### src/rtl/store_buf_pkg.sv
// Shared types and byte-lane alignment for the store write buffer.
package store_buf_pkg;

    localparam int DATA_W = 32;
    localparam int ADDR_W = 32;
    localparam int STRB_W = DATA_W / 8;

    localparam logic [1:0] SRC_SW = 2'b00;
    localparam logic [1:0] SRC_SB = 2'b01;
    localparam logic [1:0] SRC_SH = 2'b10;

    typedef struct packed {
        logic [ADDR_W-1:0] addr;
        logic [DATA_W-1:0] data;
        logic [STRB_W-1:0] strb;
    } store_entry_t;

    typedef struct packed {
        logic [DATA_W-1:0] data;
        logic [STRB_W-1:0] strb;
        logic              legal;
    } lane_t;

    function automatic lane_t lane_align(
        input logic [1:0]        src,
        input logic [1:0]        off,
        input logic [DATA_W-1:0] data
    );
        lane_t r;
        r = '0;
        case (src)
            SRC_SB: begin
                r.legal = 1'b1;
                r.strb  = 4'b0001 << off;
                r.data  = data << {off, 3'b000};
            end
            SRC_SH: begin
                r.legal = ~off[0];
                r.strb  = 4'b0011 << off;
                r.data  = data << {off, 3'b000};
            end
            SRC_SW: begin
                r.legal = (off == 2'b00);
                r.strb  = 4'b1111;
                r.data  = data;
            end
            default: r = '0;
        endcase
        return r;
    endfunction

endpackage

### src/rtl/store_write_buffer_fifo.sv
// DEPTH-entry store FIFO with per-entry valid bits and a parallel
// word-address compare used for load hazard detection.
module store_fifo
    import store_buf_pkg::*;
#(
    parameter int DEPTH = 4,
    localparam int PW = $clog2(DEPTH),
    localparam int CW = PW + 1
) (
    input  logic               clk,
    input  logic               reset_n,
    input  logic               push,
    input  logic               pop,
    input  store_entry_t       wr_entry,
    input  logic [ADDR_W-3:0]  cmp_word,
    output store_entry_t       head,
    output logic [CW-1:0]      count,
    output logic               full,
    output logic               empty,
    output logic [DEPTH-1:0]   match
);

    store_entry_t     mem [DEPTH];
    logic [DEPTH-1:0] vld;
    logic [PW-1:0]    wr_ptr;
    logic [PW-1:0]    rd_ptr;

    always_ff @(posedge clk or negedge reset_n) begin
        if (!reset_n) begin
            for (int i = 0; i < DEPTH; i++) mem[i] <= '0;
            vld    <= '0;
            wr_ptr <= '0;
            rd_ptr <= '0;
            count  <= '0;
        end else begin
            // push needs !full and pop needs !empty, so pointers never collide
            if (push) begin
                mem[wr_ptr] <= wr_entry;
                vld[wr_ptr] <= 1'b1;
                wr_ptr      <= wr_ptr + 1'b1;
            end
            if (pop) begin
                vld[rd_ptr] <= 1'b0;
                rd_ptr      <= rd_ptr + 1'b1;
            end
            if (push && !pop)
                count <= count + 1'b1;
            else if (!push && pop)
                count <= count - 1'b1;
        end
    end

    always_comb begin
        match = '0;
        for (int i = 0; i < DEPTH; i++)
            match[i] = vld[i] && (mem[i].addr[ADDR_W-1:2] == cmp_word);
    end

    assign head  = mem[rd_ptr];
    assign full  = (count == CW'(DEPTH));
    assign empty = (count == '0);

endmodule

### src/rtl/store_write_buffer.sv
// MEM-stage store write buffer: lane alignment, queueing, drain to
// data memory, and pipeline stall generation.
module store_write_buffer
    import store_buf_pkg::*;
#(
    parameter int DATA_WIDTH = 32,
    parameter int ADDR_WIDTH = 32,
    parameter int DEPTH      = 4
) (
    input  logic                    clk,
    input  logic                    reset_n,
    input  logic                    MemWriteM,
    input  logic                    MemReadM,
    input  logic                    FenceM,
    input  logic [1:0]              StoreSrcM,
    input  logic [ADDR_WIDTH-1:0]   ALUResultM,
    input  logic [DATA_WIDTH-1:0]   WritePartDataM,
    output logic                    StallM,
    output logic                    MisalignedM,
    output logic                    BufEmpty,
    output logic                    DMemValid,
    output logic [ADDR_WIDTH-1:0]   DMemAddr,
    output logic [DATA_WIDTH-1:0]   DMemWData,
    output logic [DATA_WIDTH/8-1:0] DMemStrb,
    input  logic                    DMemReady
);

    localparam int CW = $clog2(DEPTH) + 1;

    if (DATA_WIDTH != DATA_W || ADDR_WIDTH != ADDR_W) begin : g_bad_width
        $error("store_write_buffer: only 32-bit data/address supported");
    end
    if (DEPTH < 2 || (DEPTH & (DEPTH - 1)) != 0) begin : g_bad_depth
        $error("store_write_buffer: DEPTH must be a power of two >= 2");
    end

    lane_t            lane;
    store_entry_t     wr_entry;
    store_entry_t     head;
    logic [CW-1:0]    count;
    logic             full;
    logic             empty;
    logic [DEPTH-1:0] match;
    logic             push;
    logic             pop;
    logic             mis_q;

    assign lane = lane_align(StoreSrcM, ALUResultM[1:0], WritePartDataM);

    assign wr_entry.addr = {ALUResultM[ADDR_WIDTH-1:2], 2'b00};
    assign wr_entry.data = lane.data;
    assign wr_entry.strb = lane.strb;

    // Independent of DMemReady: no memory-to-pipeline combinational path
    assign StallM = (MemWriteM && lane.legal && full)
                  || (MemReadM && (|match))
                  || (FenceM && !empty);

    assign push = MemWriteM && lane.legal && !StallM;
    assign pop  = DMemValid && DMemReady;

    store_fifo #(.DEPTH(DEPTH)) u_fifo (
        .clk      (clk),
        .reset_n  (reset_n),
        .push     (push),
        .pop      (pop),
        .wr_entry (wr_entry),
        .cmp_word (ALUResultM[ADDR_WIDTH-1:2]),
        .head     (head),
        .count    (count),
        .full     (full),
        .empty    (empty),
        .match    (match)
    );

    always_ff @(posedge clk or negedge reset_n) begin
        if (!reset_n) mis_q <= 1'b0;
        else          mis_q <= MemWriteM && !lane.legal;
    end

    assign MisalignedM = mis_q;
    assign BufEmpty    = empty;
    assign DMemValid   = (count != '0);
    assign DMemAddr    = DMemValid ? head.addr : '0;
    assign DMemWData   = DMemValid ? head.data : '0;
    assign DMemStrb    = DMemValid ? head.strb : '0;

endmodule

### config.mk
export PLATFORM = sky130hd
export DESIGN_NAME = store_write_buffer
export DESIGN_NICKNAME = d
export VERILOG_FILES = /design/src/rtl/store_buf_pkg.sv /design/src/rtl/store_write_buffer_fifo.sv /design/src/rtl/store_write_buffer.sv
export SDC_FILE = /design/constraint.sdc
export NUM_CORES = 1
export LEC_CHECK = 0
export ABC_AREA = 1
export BUFFER_PORTS_ARGS = -buffer_cell sky130_fd_sc_hd__buf_2
export CAP_MARGIN = 20
export CORE_MARGIN = 8
export CORE_UTILIZATION = 45
export DETAILED_ROUTE_END_ITERATION = 10
export HOLD_SLACK_MARGIN = 0.08
export SYNTH_ARGS = -nofsm -noshare
export SYNTH_HDL_FRONTEND = slang
export SYNTH_SLANG_ARGS = --single-unit
### constraint.sdc
create_clock -name clk -period 7.4 [get_ports clk]
set_input_delay 0.74 -clock clk [delete_from_list [all_inputs] [get_ports clk]]
set_output_delay 0.74 -clock clk [all_outputs]
set_load 0.01 [all_outputs]
==> results of run 1 <==
## cells in the final DEF (no fill, tap or decap), types with 2 or more instances in the layout
cell / instances
dfrtp_1: 274
conb_1: 2
bufinv_16: 3
nor2_1: 247
nand2_1: 872
clkbuf_1: 8
clkinv_2: 2
nand2_2: 3
o22ai_1: 14
inv_1: 137
a21oi_1: 125
clkbuf_16: 37
ha_2: 4
a22o_1: 8
clkbuf_8: 10
o211ai_1: 14
nand3_1: 6
buf_12: 3
xnor2_1: 9
o21ai_0: 157
buf_4: 15
diode_2: 3
dfrtp_4: 2
buf_2: 140
a22oi_1: 8
nand4_1: 266
o21ai_1: 24
inv_2: 24
nand4_4: 2
ha_1: 5
xor2_1: 4
## through the flow
step | hold slack (ns) | instance area, µm²
finish | 0.210 | 18300
global route | 0.275 | 18300
floorplan | 0.444 | 16500
global placement | 0.457 | 17100
detailed placement | 0.461 | 17100
CTS | 0.257 | 18300
## layer usage
layer / global-route usage / vias to the layer above / wire, µm
met4: 0.102 / 2 / 1930
met3: 0.0408 / 115 / 4810
li1: - / 7885 / -
met1: 0.380 / 8255 / 26400
met2: 0.449 / 786 / 28900
met5: 0 / - / 9
## final cells by class
type	count	share of cell area
Antenna cell	3	0.000410
Clock buffer	55	0.0597
Clock inverter	4	0.00519
Inverter	162	0.0332
Multi-Input combinational cell	1776	0.443
Sequential cell	276	0.377
Tap cell	468	0.0319
Timing Repair Buffer	160	0.0491
## worst max-delay path by stage
stage | from | endpoint | depth (start not counted)
2_1_floorplan | ALUResultM[6] | u_fifo.count[2]$_DFFE_PN0P_ | 21
3_3_place_gp | StoreSrcM[1] | u_fifo.mem[169]$_DFFE_PN0P_ | 13
3_5_place_dp | StoreSrcM[1] | u_fifo.mem[200]$_DFFE_PN0P_ | 13
4_1_cts | u_fifo.rd_ptr[0]$_DFFE_PN0P_ | DMemAddr[21] | 6
5_1_grt | u_fifo.rd_ptr[0]$_DFFE_PN0P_ | DMemAddr[21] | 6
6_report | u_fifo.rd_ptr[0]$_DFFE_PN0P_ | DMemWData[15] | 5
## cell families (layout without fill, tap and decap cells)
family,Yosys count,in the layout,share of synthesized area
AOI/OAI and AO/OA,352,352,0.114
xor gates and xnor gates,13,13,0.00690
adders and majority gates,10,10,0.00804
buffers and inverters,361,381,0.0909
DFF,276,276,0.419
muxes,1,1,0.000683
other,1,5,0.000227
and+or+nand+nor,1398,1398,0.361
## registers in the layout, indices dropped and copies added, names as in the netlist
name and flops:
MisalignedM 1, u_fifo.count 3, u_fifo.mem 264, u_fifo.rd_ptr 2, u_fifo.vld 4, u_fifo.wr_ptr 2
## where the power goes
part	total, mW	internal [mW]	switching, mW
Clock	1.78	1.11	0.668
Combinational	3.75	1.18	2.58
Sequential	2.70	2.15	0.550
Total	8.23	4.44	3.79
==> impl_metrics.py, run 1 <==
metrics = {
    "worst_setup_path": {
        "crit_arrival_ns": 3.65,
        "max_stage_delay_ns": 0.96,
        "cp_cell_sequence": "clkinv_2 > buf_4 > o21ai_0 > a21oi_1 > buf_2",
        "path_buf_inv": 3,
        "cp_top_family": "buffers and inverters",
        "end_kind": "primary output",
        "crit_type": "reg -> out",
        "critical_path.slowest_cell": "dfrtp_4",
        "worstRegToRegCells": 15,
        "cp.required_ns": 6.66,
        "critPathMaxFanout": 72,
        "rrSetupSlack_ns": 4.00,
        "critPathLaunchType": "flip-flop",
        "r2r_start": "u_fifo.mem[116]$_DFFE_PN0P_",
        "r2r_end": "u_fifo.mem[68]$_DFFE_PN0P_",
    },
    "die": {
        "pin_count": 144,
        "initial_utilization": 0.454,
        "die-area_um2": 43000,
        "die_h_um": 207,
        "core_um2": 36300,
        "rows": 70,
        "die_w_um": 207,
    },
    "drt": {
        "ant_nets": 0,
        "remaining_drc_errors": 0,
        "drt-total-wl_mm": 62.1,
        "via_per_inst": 5.87,
        "drt-initial-drc-count": 1640,
        "wl_per_cell_um": 21.4,
        "num_vias": 17000,
        "drtPass1Iterations": 6,
    },
    "logic_synthesis": {
        "synthArstFlopShare": 1.00,
        "syn-cell-area_um2": 16500,
        "synth_area_per_cell_um2": 6.84,
        "synth_edf_count": 0,
        "yosys_warnings": 0,
        "synthTopCellsByCount": "872 x nand2_1, 276 x dfrtp_1, 266 x nand4_1",
        "ys_seq_elements": 276,
        "synthCells": 2412,
        "synthTopCellsByArea": "dfrtp_1 42%, nand2_1 20%, nand4_1 10%",
        "synthMostInstantiatedCell": "nand2_1",
        "yosysTopAreaCell": "dfrtp_1",
        "synth_cell_types": 29,
        "synth_ff_type": "dfrtp_1",
        "synth_top_area_share": 0.419,
        "yosysSeqAreaShare": 0.419,
    },
    "grt": {
        "grt_pass1_wl_mm": 96.7,
        "grt_start_max_net_pins": 267,
        "antenna_found_initial": 5,
        "grt_usage": 0.279,
        "grt_pass1_vias": 16600,
        "gr-total-overflow": 0,
    },
    "timing": {
        "setup_ws_ns": 3.01,
        "fin_skew_ns": 0.0131,
        "hold_violations": 0,
        "finalCritPeriodShare": 0.593,
        "period_minus_slack_ns": 4.39,
        "finalSetupViolations": 0,
        "max_freq_mhz": 228,
        "grt_setup_unrepaired": "no",
        "setup_tns_ns": 0,
        "slew_headroom": 0.192,
        "worstMarginPinSlew_ns": 1.21,
        "slew_viol_final": 0,
    },
    "layout": {
        "seqCellArea_um2": 6910,
        "final_cell_count_no_fill": 2904,
        "fill_cells": 3667,
        "utilization": 0.504,
        "synthToLayoutAreaGrowth_pct": 11.1,
        "multiInputGateArea_um2": 8130,
        "nets": 2492,
        "drive_gt1_frac": 0.103,
    },
    "placed_design": {
        "portBuffers": 141,
        "dp_cells": 2842,
        "finalWeightedCongestion": 0.922,
        "hpwl_mm": 36.5,
        "post-place-ws_ns": 2.79,
    },
    "cts": {
        "cts.sinks": 276,
        "cts-htree-levels": 2,
        "clk_pin_slew_ns": 0.06,
        "clock_path_buffers": 3,
        "cts_tree": "built",
        "cts_buffers": 34,
        "insertion_delay_ns": 0.51,
        "cts_hold_buffers": 0,
        "post_cts_buffers": 0,
        "root_buffer": "clkbuf_16",
        "cts_resized": 0,
    },
    "worst_hold_path": {
        "hold_path.class": "in -> async",
    },
    "power_and_ir_drop": {
        "p_leak_nw": 9.58,
        "power.density_nw_per_um2": 449,
        "power_mw": 8.23,
        "max-vdd-ir-drop_uv": 265,
    },
    "outcome": {
        "outcome": "complete, no violations",
    },
    "flow_run": {
        "max-cap-violations": 0,
    },
}
(Power assumes the default switching activity.)
==> run 2: changes to the inputs <==
- ABC_AREA: 1 -> 0
- PLACE_DENSITY: default -> 0.66
- clock period: 7.4 -> 3.9 ns (I/O delays scaled with it)
==> run 2 against run 1 <==
  * Via count shrank 40%
  * Routed wire length shrank 34%
  * Sequential cell count is the same
==> impl_metrics.py, run 2 <==
metrics = {
    "layout": {
        "nets": 1395,
        "largest_reg_flops": 264,
        "largest_registers": "u_fifo.mem: 264 flops, u_fifo.vld: 4 flops, u_fifo.count: 3 flops",
        "utilization": 0.513,
        "layout_common_cells": "274 x dfrtp_1, 158 x mux2_2, 140 x buf_2",
        "top_register": "u_fifo.mem",
        "drive_gt1_frac": 0.352,
        "final_common_cell": "dfrtp_1",
        "synthToLayoutAreaGrowth_pct": 13.0,
    },
    "worst_setup_path": {
        "cp_top_family": "simple AND/OR/NAND/NOR gates",
        "rrSetupSlack_ns": 0.49,
        "critPathLaunchType": "flip-flop",
        "r2r_end": "u_fifo.mem[257]$_DFFE_PN0P_",
        "max_stage_delay_ns": 0.80,
        "path_buf_inv": 2,
        "cp.required_ns": 4.30,
        "worstRegToRegCells": 9,
        "crit_arrival_ns": 3.80,
        "cp_cell_sequence": "xnor2_1 > nand4_1 > nor4_1 > a22o_1 > o21a_1 > buf_4 > nor3_4 > buf_12 > mux2_2",
        "critical_path.slowest_cell": "nor4_1",
        "r2r_start": "u_fifo.mem[128]$_DFFE_PN0P_",
        "end_kind": "flip-flop",
        "crit_type": "reg -> reg",
        "critPathMaxFanout": 67,
    },
    "logic_synthesis": {
        "synth_edf_count": 0,
        "yosysSeqAreaShare": 0.457,
        "yosys_warnings": 0,
        "synth_top_area_share": 0.457,
        "synth_area_per_cell_um2": 12.4,
        "syn-cell-area_um2": 15100,
        "synth_ff_type": "dfrtp_1",
        "ys_seq_elements": 276,
        "synthTopCellsByArea": "dfrtp_1 46%, mux2_2 12%, mux4_2 10%",
        "synthArstFlopShare": 1.00,
        "synthCells": 1219,
        "synth_cell_types": 54,
        "synthTopCellsByCount": "276 x dfrtp_1, 158 x mux2_2, 123 x xnor2_1",
        "yosysTopAreaCell": "dfrtp_1",
        "synthMostInstantiatedCell": "dfrtp_1",
    },
    "outcome": {
        "outcome": "complete, no violations",
    },
    "timing": {
        "finalSetupViolations": 0,
        "worstMarginPinSlew_ns": 0.938,
        "slew_viol_final": 0,
        "finalCritPeriodShare": 0.874,
        "grt_setup_unrepaired": "no",
        "max_freq_mhz": 293,
        "fin_skew_ns": 0.0235,
        "hold_violations": 0,
        "setup_tns_ns": 0,
        "slew_headroom": 0.375,
        "setup_ws_ns": 0.492,
        "period_minus_slack_ns": 3.41,
    },
    "worst_hold_path": {
        "hold_path.class": "in -> reg",
        "hold_end": "MisalignedM$_DFF_PN0_",
        "hold_depth": 3,
        "hp-start": "MemWriteM",
    },
    "drt": {
        "ant_nets": 0,
        "drt-total-wl_mm": 41.0,
        "drtPass1Iterations": 7,
        "num_vias": 10200,
        "remaining_drc_errors": 0,
        "wl_per_cell_um": 23.0,
        "via_per_inst": 5.72,
        "drt-initial-drc-count": 807,
    },
    "cts": {
        "post_cts_buffers": 0,
        "clk_pin_slew_ns": 0.06,
        "cts.sinks": 276,
        "clock_path_buffers": 3,
        "cts_buffers": 34,
        "cts_tree": "built",
        "cts-htree-levels": 2,
        "root_buffer": "clkbuf_16",
        "insertion_delay_ns": 0.51,
    },
    "die": {
        "die-area_um2": 39700,
        "core_um2": 33300,
        "die_h_um": 199,
        "die_w_um": 199,
        "rows": 67,
        "pin_count": 144,
        "initial_utilization": 0.454,
    },
    "grt": {
        "antenna_found_initial": 2,
        "grt_pass1_vias": 10600,
        "grt_start_max_net_pins": 114,
        "gr-total-overflow": 0,
        "grt_pass1_wl_mm": 63.6,
        "grt_usage": 0.208,
    },
    "flow_run": {
        "max-cap-violations": 0,
    },
    "power_and_ir_drop": {
        "max-vdd-ir-drop_uv": 407,
        "p_leak_nw": 7.28,
        "power.density_nw_per_um2": 873,
    },
    "placed_design": {
        "hpwl_mm": 27.9,
        "finalWeightedCongestion": 0.871,
        "post-place-ws_ns": 0.441,
        "portBuffers": 141,
    },
}
-- run 2: cell families after synthesis --
| family | Yosys count | share of synthesized area |
|---|---|---|
| and+or+nand+nor | 182 | 0.0737 |
| DFF | 276 | 0.457 |
| adders and majority gates | 10 | 0.00878 |
| other | 1 | 0.000248 |
| buffers and inverters | 205 | 0.0705 |
| AOI/OAI and AO/OA | 182 | 0.0890 |
| xor gates and xnor gates | 125 | 0.0724 |
| muxes | 238 | 0.228 |
-- run 2: layout make-up --
| cell class | instances | area [µm²] |
|---|---|---|
| clock inverters | 11 | 135 |
| well taps | 448 | 561 |
| fillers | 2947 | 16200 |
| multi-input cells | 739 | 7150 |
| repair buffers | 165 | 961 |
| flip-flops and latches | 276 | 6910 |
| inverters | 97 | 364 |
| diodes | 1 | 2.50 |
| clock buffers | 50 | 992 |
-- run 2: metal layers --
metal,share of wire,vias to the layer above,track usage
li1,-,4548,-
met1,0.45,5319,0.292
met2,0.48,302,0.328
met3,0.056,52,0.0391
met4,0.020,2,0.0513
met5,0.00024,-,0
-- run 2: worst max path at each step --
stage	start	end	slack, ns	cells past startpoint
detailed placement	ALUResultM[6]	u_fifo.mem[206]$_DFFE_PN0P_	0.44	10
CTS	u_fifo.mem[128]$_DFFE_PN0P_	StallM	0.57	7
global placement	ALUResultM[6]	u_fifo.mem[206]$_DFFE_PN0P_	0.48	10
floorplan	StoreSrcM[1]	u_fifo.count[2]$_DFFE_PN0P_	1.08	14
global route	u_fifo.mem[125]$_DFFE_PN0P_	u_fifo.mem[257]$_DFFE_PN0P_	0.44	9
finish	u_fifo.mem[128]$_DFFE_PN0P_	u_fifo.mem[257]$_DFFE_PN0P_	0.49	9
-- run 2: timing repair --
| action | 4_1_cts | 5_1_grt |
|---|---|---|
| endpoints found under the hold margin | 108 | 0 |
| hold buffers | 1 | 0 |
| gates resized for setup | 0 | 0 |
-- run 2: report_power, final --
group          internal, mW  switching (mW)
Clock                  1.91            1.21
Combinational          3.46            2.81
Sequential             4.27            1.24
Total                  9.64            5.26
-- run 2: stage by stage --
stage	std cells	hold slack [ns]	instance area [µm²]	power, mW
6_report	1787	0.150	17100	14.9
5_1_grt	1787	0.156	17100	15.8
4_1_cts	1786	0.137	17100	15.1
3_5_place_dp	1724	0.456	15900	11.9
3_3_place_gp	1724	0.465	15900	11.7
2_1_floorplan	1220	0.0944	15100	9.69
-- run 2: worst reg2reg max path, stage by stage (launching register included) --
cell and delay, ns:
dfrtp_1 0.43, xnor2_1 0.15, nand4_1 0.17, nor4_1 0.80, a22o_1 0.35, o21a_1 0.24
buf_4 0.41, nor3_4 0.09, buf_12 0.22, mux2_2 0.43
